===== src/rtl/flag_pkg.sv =====
`default_nettype none
// +--------------------------------------------------------------------+
// | flag_pkg : NZCV bit indices, condition codes and flag type         |
// | Revision : 1.0                                                     |
// +--------------------------------------------------------------------+
package flag_pkg;

   localparam int FLG_N = 3;
   localparam int FLG_Z = 2;
   localparam int FLG_C = 1;
   localparam int FLG_V = 0;

   typedef logic [3:0] flags_t;

   localparam logic [3:0] COND_EQ = 4'h0;
   localparam logic [3:0] COND_NE = 4'h1;
   localparam logic [3:0] COND_CS = 4'h2;
   localparam logic [3:0] COND_CC = 4'h3;
   localparam logic [3:0] COND_MI = 4'h4;
   localparam logic [3:0] COND_PL = 4'h5;
   localparam logic [3:0] COND_VS = 4'h6;
   localparam logic [3:0] COND_VC = 4'h7;
   localparam logic [3:0] COND_HI = 4'h8;
   localparam logic [3:0] COND_LS = 4'h9;
   localparam logic [3:0] COND_GE = 4'hA;
   localparam logic [3:0] COND_LT = 4'hB;
   localparam logic [3:0] COND_GT = 4'hC;
   localparam logic [3:0] COND_LE = 4'hD;
   localparam logic [3:0] COND_AL = 4'hE;
   localparam logic [3:0] COND_NV = 4'hF;

endpackage
`default_nettype wire


===== src/rtl/cond_eval.sv =====
`default_nettype none
// +--------------------------------------------------------------------+
// | cond_eval : combinational 4-bit condition code check vs NZCV       |
// | Revision  : 1.0                                                    |
// +--------------------------------------------------------------------+
module cond_eval
   import flag_pkg::*;
(
   input  logic [3:0] cond,
   input  flags_t     flags,
   output logic       pass
);

   logic n, z, c, v;

   always_comb begin
      n    = flags[FLG_N];
      z    = flags[FLG_Z];
      c    = flags[FLG_C];
      v    = flags[FLG_V];
      pass = 1'b0;
      case (cond)
         COND_EQ: pass = z;
         COND_NE: pass = ~z;
         COND_CS: pass = c;
         COND_CC: pass = ~c;
         COND_MI: pass = n;
         COND_PL: pass = ~n;
         COND_VS: pass = v;
         COND_VC: pass = ~v;
         COND_HI: pass = c & ~z;
         COND_LS: pass = ~c | z;
         COND_GE: pass = (n == v);
         COND_LT: pass = (n != v);
         COND_GT: pass = ~z & (n == v);
         COND_LE: pass = z | (n != v);
         COND_AL: pass = 1'b1;
         default: pass = 1'b0;
      endcase
   end

endmodule
`default_nettype wire


===== src/rtl/flag_cond_unit.sv =====
`default_nettype none
// +--------------------------------------------------------------------+
// | flag_cond_unit : NZCV status register, condition evaluator, and    |
// |                  flag save/restore stack. Macro: FLAG_BYPASS_EN    |
// | Revision       : 1.0                                               |
// +--------------------------------------------------------------------+
module flag_cond_unit
   import flag_pkg::*;
#(
   parameter int STACK_DEPTH = 4,
   parameter int SP_W        = 4
)(
   input  logic       clk,
   input  logic       rst,
   input  logic       flag_we,
   input  flags_t     new_flag,
   output flags_t     flag_out,
   input  logic       cond_valid,
   input  logic [3:0] cond,
   output logic       cond_pass_valid,
   output logic       cond_pass,
   input  logic       push,
   input  logic       pop,
   output logic       stack_full,
   output logic       stack_empty,
   output logic       stack_err
);

   localparam int              IDX_W   = (STACK_DEPTH > 1) ? $clog2(STACK_DEPTH) : 1;
   localparam logic [SP_W-1:0] SP_ONE  = SP_W'(1);
   localparam logic [SP_W-1:0] SP_FULL = SP_W'(STACK_DEPTH);

   flags_t          flag_q, flag_d;
   logic [SP_W-1:0] sp_q, sp_d, sp_m1;
   logic            err_q, err_d;
   logic            valid_q, valid_d;
   logic            pass_q, pass_d;
   flags_t          stack_q [STACK_DEPTH];

   logic   full, empty, push_ok, pop_ok;
   flags_t stack_top, eval_flags;
   logic   eval_pass;

   assign full      = (sp_q == SP_FULL);
   assign empty     = (sp_q == '0);
   assign sp_m1     = sp_q - SP_ONE;
   assign stack_top = stack_q[sp_m1[IDX_W-1:0]];

   // Simultaneous push and pop cancel each other without raising an error.
   assign push_ok = push & ~pop & ~full;
   assign pop_ok  = pop & ~push & ~empty;

`ifdef FLAG_BYPASS_EN
   assign eval_flags = flag_we ? new_flag : flag_q;
`else
   assign eval_flags = flag_q;
`endif

   cond_eval u_cond_eval (
      .cond  (cond),
      .flags (eval_flags),
      .pass  (eval_pass)
   );

   always_comb begin
      flag_d  = flag_q;
      sp_d    = sp_q;
      err_d   = err_q;
      valid_d = cond_valid;
      pass_d  = eval_pass;

      if (push_ok) begin
         sp_d = sp_q + SP_ONE;
      end else if (pop_ok) begin
         sp_d   = sp_m1;
         flag_d = stack_top;
      end

      if ((push & ~pop & full) | (pop & ~push & empty)) begin
         err_d = 1'b1;
      end

      // An ALU flag write wins over a restore; the popped entry is still consumed.
      if (flag_we) begin
         flag_d = new_flag;
      end
   end

   always_ff @(posedge clk) begin
      if (rst) begin
         flag_q  <= '0;
         sp_q    <= '0;
         err_q   <= 1'b0;
         valid_q <= 1'b0;
         pass_q  <= 1'b0;
      end else begin
         flag_q  <= flag_d;
         sp_q    <= sp_d;
         err_q   <= err_d;
         valid_q <= valid_d;
         pass_q  <= pass_d;
      end
   end

   always_ff @(posedge clk) begin
      if (push_ok) begin
         stack_q[sp_q[IDX_W-1:0]] <= flag_q;
      end
   end

   assign flag_out        = flag_q;
   assign cond_pass_valid = valid_q;
   assign cond_pass       = pass_q;
   assign stack_full      = full;
   assign stack_empty     = empty;
   assign stack_err       = err_q;

endmodule
`default_nettype wire


===== config.mk =====
export PLATFORM = sky130hd
export DESIGN_NAME = flag_cond_unit
export DESIGN_NICKNAME = d
export VERILOG_FILES = /design/src/rtl/flag_pkg.sv /design/src/rtl/cond_eval.sv /design/src/rtl/flag_cond_unit.sv
export SDC_FILE = /design/constraint.sdc
export NUM_CORES = 1
export LEC_CHECK = 0
export CORE_MARGIN = 3
export CORE_UTILIZATION = 52
export CTS_CLUSTER_DIAMETER = 100
export CTS_CLUSTER_SIZE = 28
export DETAILED_ROUTE_END_ITERATION = 10
export PLACE_DENSITY = 0.78
export RECOVER_POWER = 25
export SYNTH_ARGS = -nofsm -noshare
export SYNTH_HDL_FRONTEND = slang
export SYNTH_SLANG_ARGS = --single-unit

===== constraint.sdc =====
create_clock -name clk -period 2.53 [get_ports clk]
set_clock_uncertainty 0.15 [all_clocks]
set_input_delay 0.506 -clock clk [delete_from_list [all_inputs] [get_ports clk]]
set_output_delay 0.506 -clock clk [all_outputs]
set_load 0.1 [all_outputs]

# ---- Word-level counts from Yosys, hierarchy flattened
# Memory sizes are Yosys's and may differ from the RTL's.
# Index checks and enable logic that the tools add are counted.
# W data, S select, Z words.
dict set report word_totals {
  ff_bits 11
  mem_bits_rw 16
  input_bits 14
  out_inout_bits 9
  mem_count 1
}
# memory depth word_bits rd rd_ports_with_merged_regs wr line
set mem_list {}
lappend mem_list {stack_q 4 4 1 0 1 flag_cond_unit.sv:38} ;# flags_t stack_q [STACK_DEPTH];
dict set report classes {
  n_addsub 2
  eq_ne 18
  muxes 8
  bitwise_logic 19
  reduce_logical 5
}
# operator count
set op_table {}
lappend op_table {{$eq A4 B4 Y1 const B} 7}
lappend op_table {{$eq A4 B3 Y1 const B} 5}
lappend op_table {{$mux W4} 5}
lappend op_table {{$pmux W1 S15} 1}
lappend op_table {{$and A1 B1 Y1} 8}
lappend op_table {{$eq A4 B2 Y1 const B} 2}
lappend op_table {{$logic_not A4 Y1} 2}
lappend op_table {{$not A1 Y1} 8}
lappend op_table {{$add A4 B1 Y4 const B} 1}
lappend op_table {{$eq A4 B1 Y1 const B} 1}
lappend op_table {{$reduce_bool A2 Y1} 2}
lappend op_table {{$sub A4 B1 Y4 const B} 1}
lappend op_table {{$or A1 B1 Y1} 3}
lappend op_table {{$mux W1} 2}
lappend op_table {{$ne A2 B2 Y1 const B} 1}
lappend op_table {{$reduce_and A2 Y1} 1}
lappend op_table {{$eq A1 B1 Y1} 1}
lappend op_table {{$ne A1 B1 Y1} 1}

# ---- Logic depth before layout (Yosys ltp)
dict set report depth {
  depth_word 6
  mapped_depth 8
}

# ---- Modules after synthesis
# From an unflattened synthesis, not the netlist that was laid out.
dict set report hier_totals {
  cells_unflattened 132
  hier_area_um2 1496.4
}
# module n_inst cells_per_inst area_per_inst_um2 seq_area_each_um2
set by_module_without_submodules {}
lappend by_module_without_submodules {flag_cond_unit 1 104 1302.5 700.7}
lappend by_module_without_submodules {cond_eval 1 28 193.9 0.0}

# ---- Least setup slack after synthesis
# Ideal clock, no wire load.
dict set report synth_path {
  path_kind {flip-flop to output port}
  startpoint {register sp_q[0]}
  endpoint {output stack_empty}
  arrival_time_ns 1.785
  slack_ns 0.089
  stages_incl_launch_ff 6
  n_path_buf 1
  cell_sequence {dfxtp_1 buf_2 inv_1 ha_1 or3b_4 inv_1}
}
dict set report synth_via {
  elab_chain_len 1
}
# element line
set synth_lines {}
lappend synth_lines {{from (decl)} flag_cond_unit.sv:34} ;# logic [SP_W-1:0] sp_q, sp_d, sp_m1;
lappend synth_lines {{from (signal assigned)} flag_cond_unit.sv:98} ;# sp_q <= sp_d;
lappend synth_lines {{$logic_not A4 Y1} flag_cond_unit.sv:45} ;# assign empty = (sp_q == '0);
lappend synth_lines {{to (decl)} flag_cond_unit.sv:25} ;# output logic stack_empty,
# No other way between the ends.

# ---- Final worst setup path
dict set report layout_path {
  startpoint {register sp_q[1]}
  endpoint {output stack_empty}
}
# Same word-level chain as after synthesis.

==> run summary <==
Rows = 18
Fraction of layout instances using a drive strength above 1 = 16.0%
Diodes inserted = 0
Logic pwr share = 35.1%
Area delta synth->final = 18.3%
Post-synthesis async set-or-reset flop share = 0%
Inst Count DP = 176
Die height = 58.5 um
GR Util All Layers = 18.7%
Switching share of power = 35.7%
Wire length of the first global-routing pass = 4840 um
CTS clk-pin slew, worst paths = 140 ps
Lkg Pwr = 0.000626 uW
Final worst-path cycle share = 96.0%
Register area share after synthesis = 48.9%
Type of the worst min-delay path = reg2reg
Root Buffer = clkbuf_4
Worst EP arrival = 1770 ps
DRT iter0 DRCs = 26
Power per cell area = 640 nW/um^2
Final wirelength = 2960 um
CP Capture Type = primary output
Slew @ Worst Pin = 431 ps
Starting density of the core = 56.3%
Skew-Pair Late Insertion Delay = 310 ps
CTS tree = built
Outcome = completed
Die W = 58.5 um
Grt ovf = 0
H-tree level count = 1
Seq. cell area = 701 sq um
Vias = 1078
Setup TNS Final = 0 ps
Critical path's top delay family = simple AND/OR/NAND/NOR gates
Synth Instances = 131
Post-Synthesis Net Count = 149
Gpl congestion = 0.786
Syn Area/Cell = 10.9 sq um
PortBufs = 22
Worst path most repeated cell = inv_1
Register bit total from synthesis = 27
Final setup violation count = 0
Rel. slew slack = 71.2%
RSZ-0062 raised after global routing = false
Largest net degree at the start of global routing = 16
Final hold viol count = 0
WP data required = 1870 ps
Non-Filler Instances = 180
Clock network power share = 16.7%
Nets = 169
Vias per cell = 5.99
Crit-path max FO = 5
WL/cell = 16.5 um
DP HPWL = 2160 um
Synth cell types = 45
Crit-path slowest cell = or3b_4
Number of synthesized flops with an enable pin = 16
Placed Area = 1670 sq um
ANT nets after route = 0
Clock Path Buffers = 2
Vias in the first global route = 1034
Synthesized area = 1430 sq um
Most frequent cells in the layout = edfxtp_1 (16), clkdlybuf4s50_1 (13), dfxtp_1 (11)
Crit path kind = reg2out
Setup WS post-layout = 101 ps
Commonest non-fill, non-tap cell in the layout = edfxtp_1
Warnings, synthesis = 0
Fill count = 217
Initial antenna violation count = 0
WP buf/inv = 3
Synth Flop Type = edfxtp_1
Seq pwr share = 48.2%
# Post-CTS Setup Buffers = 0
Core area = 2540 sq um
Multi-input logic area = 656 sq um
Die area = 3420 sq um
Startpoint Class = flip-flop
Net switching power figure = 387 uW
Cts bufs inserted = 3
Max Slew Vio Count = 0
Max VDD drop = 0.000440 V
Sink Count = 27
DP Worst Slack = 284 ps
Peak Freq = 412 MHz
Int Pwr = 698 uW
Total of max-cap violations = 0
Hold slack = 343 ps
Finished Cell Area = 1700 sq um
# DRC = 0
Drt pass-1 iters = 5
Max incr delay on CP = 420 ps
I/O pin count = 23
Tmin final = 2430 ps
Critical-path cell list = inv_1, ha_2, or3b_4, inv_1, buf_12
[logic make-up (layout without fill, tap and decap cells)]
family	count (synthesis)	after routing	share of synthesized area, %
simple gates	48	48	21.3
flops	27	27	48.9
compound gates	25	25	11.9
buf+inv	19	38	5.58
mux	6	6	7.68
fa+ha+maj	4	4	3.49
xor+xnor	2	2	1.22
[layout make-up]
| cell class | instances | area share, % |
|---|---|---|
| multi-input combinational | 85 | 38.6 |
| tap | 30 | 2.21 |
| timing repair buffer | 24 | 14.0 |
| clock inverter | 1 | 0.295 |
| inverter | 10 | 2.21 |
| clock buffer | 3 | 1.33 |
| sequential | 27 | 41.3 |
[path summary, 6_finish.rpt]
path	start	endpoint	slack (ps)	cells after the start
hold / removal	stack_err	stack_err	340	2
hold reg to reg	stack_err	stack_err	340	2
setup / recovery	sp_q[1]	stack_empty	100	5
setup reg to reg	sp_q[1]	sp_q[0]	530	6
[worst register-to-register path, stage by stage, from the launching register on]
cell,delay [ps]
dfxtp_1,380
inv_1,120
ha_2,240
or3b_4,430
and2_4,180
or3_1,300
a21oi_1,140
[registers in the layout, indices dropped and copies added, names as in the netlist]
register / cells
flag_out: 4
sp_q: 4
stack_err: 1
cond_pass: 1
stack_q: 16
cond_pass_valid: 1
[metrics by stage]
| stage | power (uW) | utilization, % |
|---|---|---|
| after global placement | 903 | 65.5 |
| after detailed placement | 910 | 65.5 |
| after global routing | 1140 | 66.7 |
| after CTS | 1090 | 66.6 |
| final | 1090 | 66.7 |
| after floorplan | 802 | - |
[timing repair]
| item | in CTS | in global routing |
|---|---|---|
| resized for setup | 0 | 1 |
| endpoints found under the setup margin | 0 | 1 |
| hold buffers | 0 | 0 |
[power groups by stage]
stage	registers, uW	logic, uW	clock network, uW
after floorplan	597	205	0
after global placement	531	372	0
after detailed placement	532	377	0
after CTS	523	379	184
after global routing	529	402	208
final	523	381	181
[cells in the mapped netlist (2+ instances only)]
cell | number | area share (%)
nand3_1 | 4 | 1.4
nand3b_1 | 3 | 1.6
mux4_2 | 4 | 6.3
nand2b_1 | 3 | 1.3
nor3_1 | 3 | 1.0
nand2_1 | 8 | 2.1
dfxtp_1 | 11 | 15
nor4_1 | 2 | 0.87
and3_1 | 5 | 2.2
nand4b_1 | 3 | 1.8
nor2b_1 | 4 | 1.7
nor2_1 | 2 | 0.52
a31oi_1 | 2 | 0.87
mux2i_1 | 2 | 1.4
edfxtp_1 | 16 | 34
a221oi_1 | 4 | 2.4
ha_1 | 4 | 3.5
a21oi_1 | 9 | 3.1
inv_1 | 10 | 2.6
clkbuf_1 | 7 | 1.8
[metal layers]
layer,up-vias,share of wire (%),global-route usage (%)
met3,2,4.6,2.63
met1,515,44,25.0
met4,0,1.0,4.97
met2,31,51,31.7
met5,-,0,0
li1,530,-,-
No activity file was read; power rests on OpenSTA's default activity.
